## src/rtl/gam_mem_scheduler.sv

```systemverilog
// gam_mem_scheduler: single-port sequencer/arbiter in front of the GAM memory.
// Serves learn (node write), inc (M read-modify-write) and recall (class scan).
// Optional feature macro: GAM_RR_ARB_EN selects round-robin arbitration;
// when it is undefined, arbitration is fixed priority learn > inc > recall.
module gam_mem_scheduler #(
  parameter int unsigned NUM_CLASSES = 8,
  parameter int unsigned NUM_NODES   = 16,
  parameter int unsigned VEC_W       = 32,
  localparam int unsigned CLS_W      = $clog2(NUM_CLASSES),
  localparam int unsigned NODE_W     = $clog2(NUM_NODES)
) (
  input  logic              clk,
  input  logic              rst_n,
  input  logic              lrn_req,
  input  logic [CLS_W-1:0]  lrn_class,
  input  logic [NODE_W-1:0] lrn_node,
  input  logic [3:0]        lrn_fields,
  input  logic [31:0]       lrn_Th,
  input  logic [31:0]       lrn_M,
  output logic              lrn_ack,
  input  logic              inc_req,
  input  logic [CLS_W-1:0]  inc_class,
  input  logic [NODE_W-1:0] inc_node,
  output logic              inc_ack,
  output logic [31:0]       inc_M,
  input  logic              rcl_req,
  input  logic [CLS_W-1:0]  rcl_class,
  output logic              rcl_valid,
  output logic [NODE_W-1:0] rcl_node,
  output logic [VEC_W-1:0]  rcl_W,
  output logic [31:0]       rcl_Th,
  output logic              rcl_done,
  output logic [31:0]       mem_class,
  output logic [31:0]       mem_node,
  output logic              mem_X_c,
  output logic              mem_C_c,
  output logic              mem_W_c,
  output logic              mem_T_c,
  output logic              mem_M_c,
  output logic              mem_rd_wr,
  output logic [31:0]       mem_Th,
  output logic [31:0]       mem_M,
  input  logic [31:0]       mem_Th_o,
  input  logic [31:0]       mem_M_o,
  input  logic [VEC_W-1:0]  mem_W_o
);

  typedef enum logic [2:0] {S_IDLE, S_WR, S_INC_RD, S_INC_WR, S_SCAN} state_e;
  typedef enum logic [1:0] {REQ_LRN, REQ_INC, REQ_RCL, REQ_NONE} req_e;
  typedef enum logic {READ = 1'b0, WRITE = 1'b1} rd_wr_e;

  state_e             state_q;
  logic [CLS_W-1:0]   mem_class_q;
  logic [NODE_W-1:0]  mem_node_q;
  logic               x_c_q, c_c_q, w_c_q, t_c_q, m_c_q;
  rd_wr_e             rd_wr_q;
  logic [31:0]        mem_Th_q, mem_M_q;
  logic               lrn_ack_q, inc_ack_q;
  logic               rcl_valid_q, rcl_done_q, scan_drain_q;
  logic [NODE_W-1:0]  rcl_node_q;
  logic [VEC_W-1:0]   rcl_W_q;
  logic [31:0]        rcl_Th_q;
  req_e               gnt_d;
  logic [31:0]        inc_sat_d;

`ifdef GAM_RR_ARB_EN
  req_e               ptr_q;
  logic [3:0]         req_vec;
  logic [2:0]         sum;
  logic [1:0]         idx;

  // Round-robin grant: scan requesters starting at the pointer position.
  always_comb begin
    gnt_d   = REQ_NONE;
    req_vec = {1'b0, rcl_req, inc_req, lrn_req};
    sum     = '0;
    idx     = '0;
    for (int unsigned k = 0; k < 3; k++) begin
      sum = {1'b0, ptr_q} + {1'b0, k[1:0]};
      idx = (sum >= 3'd3) ? 2'(sum - 3'd3) : sum[1:0];
      if (gnt_d == REQ_NONE && req_vec[idx]) gnt_d = req_e'(idx);
    end
  end
`else
  // Fixed-priority grant: learn > inc > recall.
  always_comb begin
    gnt_d = REQ_NONE;
    if (lrn_req)      gnt_d = REQ_LRN;
    else if (inc_req) gnt_d = REQ_INC;
    else if (rcl_req) gnt_d = REQ_RCL;
  end
`endif

  // Saturating increment of the M value read during INC_RD.
  always_comb begin
    inc_sat_d = (mem_M_o >= 32'h7FFF_FFFF) ? 32'h7FFF_FFFF : mem_M_o + 32'd1;
  end

  // Sequencer FSM; every memory-side and requester-side output is registered here.
  always_ff @(posedge clk or negedge rst_n) begin
    if (!rst_n) begin
      state_q      <= S_IDLE;
      mem_class_q  <= '0;
      mem_node_q   <= '0;
      x_c_q        <= 1'b0;
      c_c_q        <= 1'b0;
      w_c_q        <= 1'b0;
      t_c_q        <= 1'b0;
      m_c_q        <= 1'b0;
      rd_wr_q      <= READ;
      mem_Th_q     <= '0;
      mem_M_q      <= '0;
      lrn_ack_q    <= 1'b0;
      inc_ack_q    <= 1'b0;
      rcl_valid_q  <= 1'b0;
      rcl_done_q   <= 1'b0;
      scan_drain_q <= 1'b0;
      rcl_node_q   <= '0;
      rcl_W_q      <= '0;
      rcl_Th_q     <= '0;
`ifdef GAM_RR_ARB_EN
      ptr_q        <= REQ_LRN;
`endif
    end else begin
      lrn_ack_q   <= 1'b0;
      inc_ack_q   <= 1'b0;
      rcl_valid_q <= 1'b0;
      rcl_done_q  <= 1'b0;
      case (state_q)
        S_IDLE: begin
          {x_c_q, c_c_q, w_c_q, t_c_q, m_c_q} <= '0;
          rd_wr_q <= READ;
          case (gnt_d)
            REQ_LRN: begin
              state_q     <= S_WR;
              mem_class_q <= lrn_class;
              mem_node_q  <= lrn_node;
              c_c_q       <= 1'b1;
              {x_c_q, w_c_q, t_c_q, m_c_q} <= lrn_fields;
              rd_wr_q     <= WRITE;
              mem_Th_q    <= lrn_Th;
              mem_M_q     <= lrn_M;
              lrn_ack_q   <= 1'b1;
            end
            REQ_INC: begin
              state_q     <= S_INC_RD;
              mem_class_q <= inc_class;
              mem_node_q  <= inc_node;
              m_c_q       <= 1'b1;
            end
            REQ_RCL: begin
              state_q      <= S_SCAN;
              mem_class_q  <= rcl_class;
              mem_node_q   <= '0;
              w_c_q        <= 1'b1;
              t_c_q        <= 1'b1;
              scan_drain_q <= 1'b0;
            end
            default: ;
          endcase
`ifdef GAM_RR_ARB_EN
          case (gnt_d)
            REQ_LRN: ptr_q <= REQ_INC;
            REQ_INC: ptr_q <= REQ_RCL;
            REQ_RCL: ptr_q <= REQ_LRN;
            default: ;
          endcase
`endif
        end
        S_WR: begin
          {x_c_q, c_c_q, w_c_q, t_c_q, m_c_q} <= '0;
          rd_wr_q <= READ;
          state_q <= S_IDLE;
        end
        S_INC_RD: begin
          state_q   <= S_INC_WR;
          rd_wr_q   <= WRITE;
          mem_M_q   <= inc_sat_d;
          inc_ack_q <= 1'b1;
        end
        S_INC_WR: begin
          m_c_q   <= 1'b0;
          rd_wr_q <= READ;
          state_q <= S_IDLE;
        end
        S_SCAN: begin
          // An extra drain cycle keeps the FSM in SCAN while the last beat is
          // presented, so a still-held rcl_req is not re-granted.
          if (!scan_drain_q) begin
            rcl_valid_q <= 1'b1;
            rcl_node_q  <= mem_node_q;
            rcl_W_q     <= mem_W_o;
            rcl_Th_q    <= mem_Th_o;
            if (mem_node_q == NODE_W'(NUM_NODES - 1)) begin
              scan_drain_q <= 1'b1;
              rcl_done_q   <= 1'b1;
              w_c_q        <= 1'b0;
              t_c_q        <= 1'b0;
            end else begin
              mem_node_q <= mem_node_q + 1'b1;
            end
          end else begin
            scan_drain_q <= 1'b0;
            state_q      <= S_IDLE;
          end
        end
        default: state_q <= S_IDLE;
      endcase
    end
  end

  assign lrn_ack   = lrn_ack_q;
  assign inc_ack   = inc_ack_q;
  assign inc_M     = mem_M_q;
  assign rcl_valid = rcl_valid_q;
  assign rcl_node  = rcl_node_q;
  assign rcl_W     = rcl_W_q;
  assign rcl_Th    = rcl_Th_q;
  assign rcl_done  = rcl_done_q;
  assign mem_class = 32'(mem_class_q);
  assign mem_node  = 32'(mem_node_q);
  assign mem_X_c   = x_c_q;
  assign mem_C_c   = c_c_q;
  assign mem_W_c   = w_c_q;
  assign mem_T_c   = t_c_q;
  assign mem_M_c   = m_c_q;
  assign mem_rd_wr = rd_wr_q;
  assign mem_Th    = mem_Th_q;
  assign mem_M     = mem_M_q;

  // Requesters must hold their request until acknowledged.
  a_lrn_hold: assert property (@(posedge clk) disable iff (!rst_n)
    (lrn_req && !lrn_ack) |=> lrn_req);
  a_inc_hold: assert property (@(posedge clk) disable iff (!rst_n)
    (inc_req && !inc_ack) |=> inc_req);
  a_rcl_hold: assert property (@(posedge clk) disable iff (!rst_n)
    (rcl_req && !rcl_done) |=> rcl_req);

endmodule

```

## config.mk

```make
export PLATFORM = sky130hd
export DESIGN_NAME = gam_mem_scheduler
export DESIGN_NICKNAME = d
export VERILOG_FILES = /design/src/rtl/gam_mem_scheduler.sv
export SDC_FILE = /design/constraint.sdc
export NUM_CORES = 1
export LEC_CHECK = 0
export ABC_AREA = 1
export BUFFER_PORTS_ARGS = -buffer_cell sky130_fd_sc_hd__buf_2
export CORE_AREA = 2 2 164 166
export DETAILED_ROUTE_END_ITERATION = 6
export DIE_AREA = 0 0 166 168
export PLACE_DENSITY_LB_ADDON = 0.3
export SKIP_LAST_GASP = 1
export SLEW_MARGIN = 10
export SYNTH_ARGS = -nofsm -noshare
export SYNTH_HDL_FRONTEND = slang
export SYNTH_SLANG_ARGS = --single-unit
```

## constraint.sdc

```tcl
create_clock -name clk -period 4.2 [get_ports clk]
set_input_delay 1.05 -clock clk [delete_from_list [all_inputs] [get_ports clk]]
set_output_delay 1.05 -clock clk [all_outputs]
set_load 0.05 [all_outputs]
```

==> flow_summary_export.csv, run 1 <==
group,metric,value,unit
floorplanning,ioPinCount,424,
global_routing,grt_max_degree,88,
synthesis,synth_edf_count,0,
clocking,numCtsBuffers,17,
global_routing,antenna_found_initial,4,
synthesis,synth_top_cell_area_share,48.5,%
sta,skew,0.0176,ns
route,ant_nets,0,
placement,dp_hpwl,18.8,mm
pwr,pwr-share-seq,26.3,%
global_routing,grt_usage,17.5,%
route,drt-pass1-iter-count,4,
sta,setup_viol,0,
floorplanning,start_util,29.9,%
pwr,switchingPower,0.00580,W
clocking,cts_root_buf,"clkbuf_16",
synthesis,syn_area,7890,um^2
sta,fmax,412,MHz
floorplanning,chipHeight,168,um
sta,hold_viol_final,0,
pwr,p_sw_share,57.8,%
route,avgRoutedWirePerCell,14.6,um
floorplanning,die_area,27900,um^2
sta,rsz0062_at_grt,"false",
route,vias,7286,
hold_path,min_path_type,"in2async",
placement,portBuffers,366,
synthesis,synth.most_common_cell,"nand2_1",
synthesis,post_synth.cell_area_avg,7.88,um^2
setup_path,critPathLaunchType,"flop",
clocking,cts.sinks,153,
placement,placed_area,9600,um^2
route,viasPerCell,4.33,
setup_path,crit_path_end_kind,"flop",
pwr,intPower,0.00423,W
sta,slew_violations,0,
pwr,clockPowerShare,15.6,%
global_routing,met2_usage,29.6,%
synthesis,ys_types,36,
clocking,htreeDepth,4,
floorplanning,die_w,166,um
sta,post-route-period-util,57.8,%
route,drc,0,
synthesis,synth_common_cells,"nand2_1, dfrtp_1, buf_4, nor2_1, inv_1",
route,drtIter0Drc,624,
setup_path,critical_path_class,"reg2reg",
global_routing,grt-ovfl-total,0,
global_routing,grt_pass1_vias,6923,
clocking,post_cts_buffers,0,
clocking,insertion_delay,0.42,ns
synthesis,ys.flop_type,"dfrtp_1",
floorplanning,coreArea,26400,um^2
setup_path,critPathRequiredTime,4.55,ns
setup_path,crit_fanout,66,
sta,slew_headroom,48.2,%
sta,fin_setup_tns,0,ns
floorplanning,fp-row-count,60,
placement,gp_congestion,0.890,
cells_and_area,syn2layout_area_growth,29.1,%
sta,fin_crit,2.43,ns
global_routing,gr-max-usage-layer,"met2",
synthesis,synthArstFlopShare,100,%
pwr,power_leakage,5.72,nW
run_status,status,"complete, no violations",
synthesis,yosys_warnings,0,
setup_path,arrival,2.77,ns
synthesis,synthCells,1001,
pwr,ir_worst_vdd,0.479,mV
global_routing,gr-usage-met3,5.05,%
synthesis,synth_seq_area_share,48.5,%
clocking,cts_tree,"built",
global_routing,grt_pass1_wl,38.5,mm
sta,worst-slew-pin-transition,0.776,ns
pwr,cellPowerDensity,985,nW/um^2
clocking,cts.clk_slew.worst_paths,0.08,ns
clocking,cts_hold_buf,0,
cells_and_area,drive_gt1_share,34.3,%
pwr,comb_power_share,58.1,%
flow_run,cap_violations,0,
global_routing,grt_use_met1,21.4,%
cells_and_area,num_antenna_cells,0,
synthesis,synth_seq_cells,153,
cells_and_area,layout.nets,1515,
route,routed_wl,24.5,mm
synthesis,synth.largest_area_cell,"dfrtp_1",
cells_and_area,fin_area,10200,um^2
clocking,clk_path_buf_depth,2,
clocking,cts-resized-gates,0,
synthesis,synthTopCellsByArea,"dfrtp_1, nand2_1, buf_4",
## power groups by stage
| stage | logic [W] | clock network (W) | registers (W) |
|---|---|---|---|
| after floorplan | 0.00226 | 0 | 0.00507 |
| after global placement | 0.00585 | 0 | 0.00266 |
| after detailed placement | 0.00590 | 0 | 0.00267 |
| after CTS | 0.00590 | 0.00162 | 0.00265 |
| after global routing | 0.00620 | 0.00169 | 0.00274 |
| final | 0.00583 | 0.00156 | 0.00264 |
## sequential cells by signal, summed over array words and instances (netlist names), 3 cells and up
signal	cells
rcl_node	4
inc_M	32
rcl_Th	32
rcl_W	32
mem_node_q	4
mem_Th	32
state_q	3
mem_class_q	3
## worst max-delay path, stage by stage (launching register included)
cell and delay (ns):
dfrtp_1 0.40, nor2_1 0.21, nand2_1 0.32, nor2_4 0.19, buf_4 0.55, nand2_1 0.30
nand2_1 0.17, o2111ai_1 0.13, nand2_1 0.09
## routing by layer
metal | wire [um] | part of all wire [%]
met1 | 10300 | 42
met2 | 11800 | 48
met3 | 1920 | 7.8
met4 | 490 | 2.0
met5 | 50 | 0.20
## area by class of cell
class | count | area (um^2)
fillers | 2794 | 16200
flip-flops and latches | 153 | 3830
multi-input cells | 742 | 3290
repair buffers | 373 | 1900
clock buffers | 18 | 429
well taps | 341 | 427
clock inverters | 14 | 156
inverters | 40 | 150
## stage by stage
stage,worst slack [ns],hold slack [ns],cells,utilization (%),total power [W]
floorplan,1.94,0.484,1057,-,0.00733
global placement,1.39,0.449,1649,36.4,0.00851
detailed placement,1.33,0.453,1649,36.4,0.00857
CTS,1.76,0.427,1681,38.6,0.0102
global route,1.48,0.425,1681,38.6,0.0106
finish,1.77,0.444,1681,38.6,0.0100
## cells by family (layout without fill, tap and decap cells)
group / Yosys count / in the layout / synth area share (%)
flip-flops: 153 / 153 / 48.5
buffers and inverters: 162 / 445 / 12.6
AND/OR/NAND/NOR: 591 / 591 / 30.5
other: 1 / 57 / 0.0476
AO/OA/AOI/OAI: 74 / 74 / 6.06
adder cells (fa/ha/maj): 2 / 2 / 0.317
XOR/XNOR: 18 / 18 / 2.00
## layout by cell type, fill, tap and decap left out, types with 2 or more instances in the layout
master	instances
o21ai_2	19
inv_8	4
dfrtp_1	153
a41oi_1	2
nand2_1	450
buf_2	365
nor2_4	3
xnor2_1	7
xor2_1	11
o21ai_0	14
o2111ai_1	2
nand2_2	2
inv_1	34
nor2_1	75
nand3_1	21
nand3b_1	9
buf_4	6
inv_6	4
a21oi_1	23
clkinv_4	2
nand4_1	2
clkbuf_16	17
ha_1	2
a31oi_1	2
inv_2	6
o21ai_1	5
nor2_2	22
o211ai_1	4
conb_1	57
nor3_1	2
## final timing paths
check	from	endpoint	slack [ns]	depth (start not counted)
min in group clk	rcl_Th[29]	rcl_Th[29]	0.47	2
setup reg to reg	state_q[0]	mem_W_c	1.77	8
max in group asynchronous	rst_n	mem_C_c	2.82	2
hold / removal	rst_n	inc_M[24]	0.44	1
setup / recovery	state_q[0]	mem_W_c	1.77	8
hold reg to reg	rcl_Th[29]	rcl_Th[29]	0.47	2
Note: power is estimated with default switching activity, not from simulation.
==> run 2: changes to the inputs <==
- clock period: 4.2 -> 2.1 ns (I/O delays scaled with it)
==> flow_summary_export.csv, run 2 (synthesized netlist as in run 1, its figures left out) <==
group,metric,value,unit
pwr,switchingPower,0.0116,W
pwr,power_leakage,5.83,nW
global_routing,grt_usage,17.6,%
floorplanning,ioPinCount,424,
pwr,pwr-share-seq,26.2,%
clocking,cts_tree,"built",
floorplanning,coreArea,26400,um^2
sta,slew_violations,0,
clocking,clk_path_buf_depth,2,
route,ant_nets,0,
sta,post-route-period-util,83.2,%
setup_path,cp_cell_sequence,"buf_2",
setup_path,critical_path_class,"reg2out",
route,avgRoutedWirePerCell,14.6,um
floorplanning,fp-row-count,60,
cells_and_area,fin_area,10400,um^2
global_routing,grt_pass1_vias,6987,
cells_and_area,multi_input_area,3290,um^2
cells_and_area,syn2layout_area_growth,31.8,%
placement,dp_hpwl,18.9,mm
setup_path,critPathSlowestCell,"dfrtp_1",
sta,skew,0.0166,ns
clocking,cts.sinks,153,
clocking,numCtsBuffers,17,
placement,placed_area,9810,um^2
route,wl_met1,10.6,mm
cells_and_area,drive_gt1_share,35.1,%
cells_and_area,layout_common_cells,"nand2_1, buf_2, dfrtp_1, nor2_1, conb_1",
sta,slew_headroom,49.5,%
setup_path,crit_family,"flip-flops",
sta,fin_crit,1.75,ns
cells_and_area,layout.nets,1531,
sta,fin_setup_tns,0,ns
route,drtIter0Drc,525,
sta,fmax,573,MHz
placement,gp_congestion,0.923,
global_routing,grt_pass1_wl,38.7,mm
floorplanning,die_w,166,um
clocking,cts_root_buf,"clkbuf_16",
route,routed_wl,24.8,mm
clocking,cts_hold_buf,0,
setup_path,critPathBufInv,1,
floorplanning,die_area,27900,um^2
cells_and_area,final_common_cell,"nand2_1",
clocking,post_cts_buffers,0,
setup_path,crit_path_end_kind,"primary output",
sta,worst-slew-pin-transition,0.757,ns
sta,setup_viol,0,
run_status,status,"complete, no violations",
cells_and_area,final_util,39.4,%
clocking,cts-resized-gates,0,
route,drt-pass1-iter-count,4,
route,routed.top_layer,"met5",
hold_path,min_path_type,"in2async",
clocking,cts.clk_slew.worst_paths,0.08,ns
setup_path,r2r_cells,7,
route,dr_wl_met3,1.85,mm
clocking,insertion_delay,0.43,ns
global_routing,grt_max_degree,74,
sta,timing.hold.ws,0.100,ns
setup_path,r2r-start,"state_q[0]",
pwr,intPower,0.00859,W
setup_path,critPathMaxStageDelay,0.48,ns
cells_and_area,fillers,2802,
setup_path,r2r_slack,0.41,ns
route,drc,0,
cells_and_area,num_antenna_cells,0,
floorplanning,chipHeight,168,um
pwr,ir_worst_vdd,0.990,mV
route,viasPerCell,4.30,
setup_path,critPathRequiredTime,1.57,ns
pwr,cellPowerDensity,1950,nW/um^2
clocking,htreeDepth,4,
setup_path,crit_fanout,3,
route,vias,7292,
sta,hold_viol_final,0,
global_routing,antenna_found_initial,2,
pwr,comb_power_share,58.4,%
setup_path,timing.rr.end,"rcl_node[1]",
placement,portBuffers,366,
floorplanning,start_util,29.9,%
cells_and_area,regArea,3830,um^2
pwr,p_sw_share,57.5,%
pwr,clockPowerShare,15.4,%
sta,rsz0062_at_grt,"false",
setup_path,arrival,1.22,ns
flow_run,cap_violations,0,
setup_path,critPathLaunchType,"flop",
route,wl_met2,12.0,mm
global_routing,grt-ovfl-total,0,
-- run 2: cell types whose count changed in the layout (fill, tap and decap cells not counted) --
cell        previous run  this run
clkinv_2               1         0
buf_4                  6        15
buf_12                 1         8
clkinvlp_4             1         2
inv_8                  4         3
inv_6                  4         5
-- run 2: cell type report --
class / count / area share (%)
clock buffers: 18 / 4.13
clock inverters: 14 / 1.51
inverters: 40 / 1.44
multi-input cells: 742 / 31.7
flip-flops and latches: 153 / 36.8
well taps: 341 / 4.11
repair buffers: 389 / 20.3
-- run 2: through the flow --
| step | power (W) | worst slack (ns) | cells |
|---|---|---|---|
| after CTS | 0.0205 | 0.319 | 1697 |
| after global routing | 0.0214 | 0.198 | 1697 |
| after floorplan | 0.0147 | 0.362 | 1057 |
| after global placement | 0.0172 | 0.102 | 1665 |
| final | 0.0202 | 0.353 | 1697 |
| after detailed placement | 0.0173 | 0.0509 | 1665 |
-- run 2: power groups by stage --
stage,Clock (W),Combinational [W],Sequential [W]
floorplan,0,0.00452,0.0101
global placement,0,0.0119,0.00533
detailed placement,0,0.0119,0.00536
CTS,0.00324,0.0119,0.00532
global route,0.00337,0.0126,0.00551
finish,0.00312,0.0118,0.00530
-- run 2: worst max path at each step --
stage | start | to | slack [ns] | cells past startpoint
after floorplan | mem_M_o[0] | inc_M[14] | 0.36 | 10
after global placement | mem_M_o[0] | inc_M[13] | 0.10 | 11
after detailed placement | mem_M_o[0] | inc_M[9] | 0.05 | 11
after CTS | inc_M[25] | inc_M[25] | 0.32 | 1
after global routing | state_q[0] | rcl_W[19] | 0.20 | 7
final | inc_M[25] | inc_M[25] | 0.35 | 1
-- run 2: worst register-to-register path: cells and delay by family, from the launching register on --
kind	cells	cell delay (ns)
and+or+nand+nor	4	0.71
buffers and inverters	2	0.38
DFF	1	0.39
AOI/OAI and AO/OA	1	0.07
-- run 2: per-layer routing --
metal  GRT usage [%]  up-vias
met4            4.99        4
met1            22.4     3311
met3            4.94       21
li1                -     3646
met5               0        -
met2            29.5      310
==> run 3: changes to the inputs <==
- ABC_AREA: 1 -> 0
- CORE_AREA: 2 2 164 166 -> 2 2 166 168
- DIE_AREA: 0 0 166 168 -> 0 0 168 170
- clock period: 2.1 -> 1.82 ns (I/O delays scaled with it)
==> flow_summary_export.csv, run 3 <==
group,metric,value,unit
cells_and_area,final_util,38.9,%
setup_path,crit_fanout,7,
floorplanning,ioPinCount,424,
synthesis,synth.largest_area_cell,"dfrtp_1",
placement,portBuffers,366,
clocking,cts_root_buf,"clkbuf_16",
synthesis,syn_area,7380,um^2
synthesis,synth_seq_area_share,51.9,%
pwr,clockPowerShare,15.6,%
synthesis,synthTopCellsByArea,"dfrtp_1, mux2_2, buf_4",
placement,gp_congestion,0.810,
run_status,status,"complete, no violations",
sta,fin_setup_tns,0,ns
cells_and_area,multi_input_area,2930,um^2
sta,setup_viol,0,
synthesis,synth_edf_count,0,
floorplanning,die_w,168,um
floorplanning,chipHeight,170,um
route,routed_wl,22.7,mm
setup_path,critPathLaunchType,"flop",
route,ant_nets,0,
setup_path,critical_path_class,"reg2out",
cells_and_area,layout.nets,1300,
pwr,intPower,0.0103,W
sta,slew_violations,0,
global_routing,met2_usage,27.6,%
route,drc,0,
setup_path,critPathSlowestCell,"dfrtp_1",
setup_path,crit_family,"flip-flops",
setup_path,crit_path_end_kind,"primary output",
pwr,p_sw_share,55.3,%
global_routing,gr-max-usage-layer,"met2",
route,avgRoutedWirePerCell,15.5,um
cells_and_area,syn2layout_area_growth,40.4,%
pwr,comb_power_share,58.2,%
synthesis,post_synth.cell_area_avg,10.4,um^2
clocking,cts_tree,"built",
route,viasPerCell,4.34,
floorplanning,die_area,28600,um^2
cells_and_area,drive_gt1_share,49.5,%
synthesis,ys.flop_type,"dfrtp_1",
floorplanning,fp-row-count,60,
pwr,power_leakage,5.43,nW
hold_path,min_path_type,"in2reg",
clocking,numCtsBuffers,17,
setup_path,critPathBufInv,1,
sta,timing.hold.ws,0.217,ns
pwr,switchingPower,0.0128,W
hold_path,holdPathEnd,"mem_Th[10]",
route,drtIter0Drc,221,
hold_path,whs_path_depth,3,
global_routing,grt_usage,15.6,%
hold_path,hp-start,"lrn_Th[10]",
synthesis,synth_top_cell_area_share,51.9,%
pwr,totalPowerFinal,0.0231,W
setup_path,worstSetupStartpoint,"mem_node_q[2]",
cells_and_area,regArea,3830,um^2
pwr,pwr-share-seq,26.2,%
setup_path,cp_cell_sequence,"buf_2",
clocking,cts.clk_slew.worst_paths,0.08,ns
sta,slew_headroom,64.4,%
placement,dp_hpwl,17.9,mm
pwr,ir_worst_vdd,1.20,mV
setup_path,r2r_cells,7,
flow_run,cap_violations,0,
setup_path,critPathRequiredTime,1.36,ns
clocking,post_cts_buffers,0,
synthesis,synthArstFlopShare,100,%
clocking,htreeDepth,4,
sta,fmax,602,MHz
synthesis,synth_common_cells,"dfrtp_1, nand2_1, buf_4, mux2_2, o21ai_0",
setup_path,arrival,1.21,ns
global_routing,antenna_found_initial,2,
route,vias,6371,
route,drt-pass1-iter-count,4,
floorplanning,start_util,27.7,%
sta,hold_viol_final,0,
global_routing,gr-usage-met3,3.93,%
sta,worst-slew-pin-transition,0.532,ns
sta,skew,0.00967,ns
clocking,clk_path_buf_depth,2,
cells_and_area,fillers,2679,
synthesis,synth_seq_cells,153,
global_routing,grt_pass1_wl,34.2,mm
pwr,cellPowerDensity,2230,nW/um^2
cells_and_area,final_common_cell,"buf_2",
sta,fin_crit,1.66,ns
floorplanning,coreArea,26700,um^2
cells_and_area,layout_common_cells,"buf_2, dfrtp_1, nand2_1, mux2_2, buf_4",
global_routing,grt_pass1_vias,6246,
global_routing,grt_max_degree,53,
setup_path,critPathMaxStageDelay,0.48,ns
synthesis,synth.most_common_cell,"dfrtp_1",
sta,rsz0062_at_grt,"false",
synthesis,synthCells,711,
clocking,cts.sinks,153,
setup_path,r2r_slack,0.16,ns
synthesis,ys_types,46,
clocking,insertion_delay,0.42,ns
global_routing,grt_use_met1,18.7,%
synthesis,yosys_warnings,0,
sta,post-route-period-util,91.3,%
setup_path,r2r-start,"state_q[1]",
global_routing,grt-ovfl-total,0,
setup_path,timing.rr.end,"mem_W_c",
-- run 3: final cells by class --
type	instances	share of cell area [%]
timing repair buffer	444	24.5
sequential	153	37.0
tap	341	4.12
clock inverter	14	1.45
clock buffer	18	4.24
antenna	2	0.0483
multi-input combinational	486	28.3
inverter	10	0.362
-- run 3: worst max-delay path by stage --
stage	end	slack [ns]	cells after the start
final	mem_node[2]	0.16	1
after global routing	mem_T_c	0.01	7
after CTS	inc_M[0]	0.05	6
after detailed placement	inc_M[9]	-0.15	9
after global placement	inc_M[23]	-0.14	8
after floorplan	inc_M[10]	0.01	8
-- run 3: routing by layer --
| metal | wire length [um] | part of all wire (%) | up-vias |
|---|---|---|---|
| li1 | - | - | 3087 |
| met1 | 9420 | 41 | 2977 |
| met2 | 11400 | 50 | 294 |
| met3 | 1710 | 7.5 | 13 |
| met4 | 202 | 0.89 | 0 |
| met5 | 0 | 0 | - |
-- run 3: cell families (layout without fill, tap and decap cells) --
family	after synthesis	count (layout)	share of synthesized area, %
fa+ha+maj	2	2	0.339
other cells	1	59	0.0508
flops	153	153	51.9
xor+xnor	27	27	3.21
compound gates	106	106	8.68
mux	70	70	10.7
simple gates	224	224	13.7
buf+inv	128	486	11.5
-- run 3: stage by stage --
stage,setup slack [ns],instance area (um^2),instances
after global placement,-0.141,9750,1433
after CTS,0.0509,10400,1466
after global routing,0.0125,10400,1467
after detailed placement,-0.155,9750,1433
after floorplan,0.0113,7600,767
final,0.158,10400,1468
-- run 3: power by group through the flow --
| stage | sequential (W) | combinational (W) | clock [W] |
|---|---|---|---|
| after global placement | 0.00612 | 0.0135 | 0 |
| after global routing | 0.00630 | 0.0141 | 0.00391 |
| final | 0.00605 | 0.0134 | 0.00359 |
| after floorplan | 0.0116 | 0.00494 | 0 |
| after CTS | 0.00609 | 0.0136 | 0.00374 |
| after detailed placement | 0.00612 | 0.0136 | 0 |
-- run 3: repair_timing --
item | CTS | global route
endpoints found under the setup margin | 0 | 16
hold endpoints to repair | 18 | 0
resized for setup | 0 | 4
hold buffers | 1 | 0
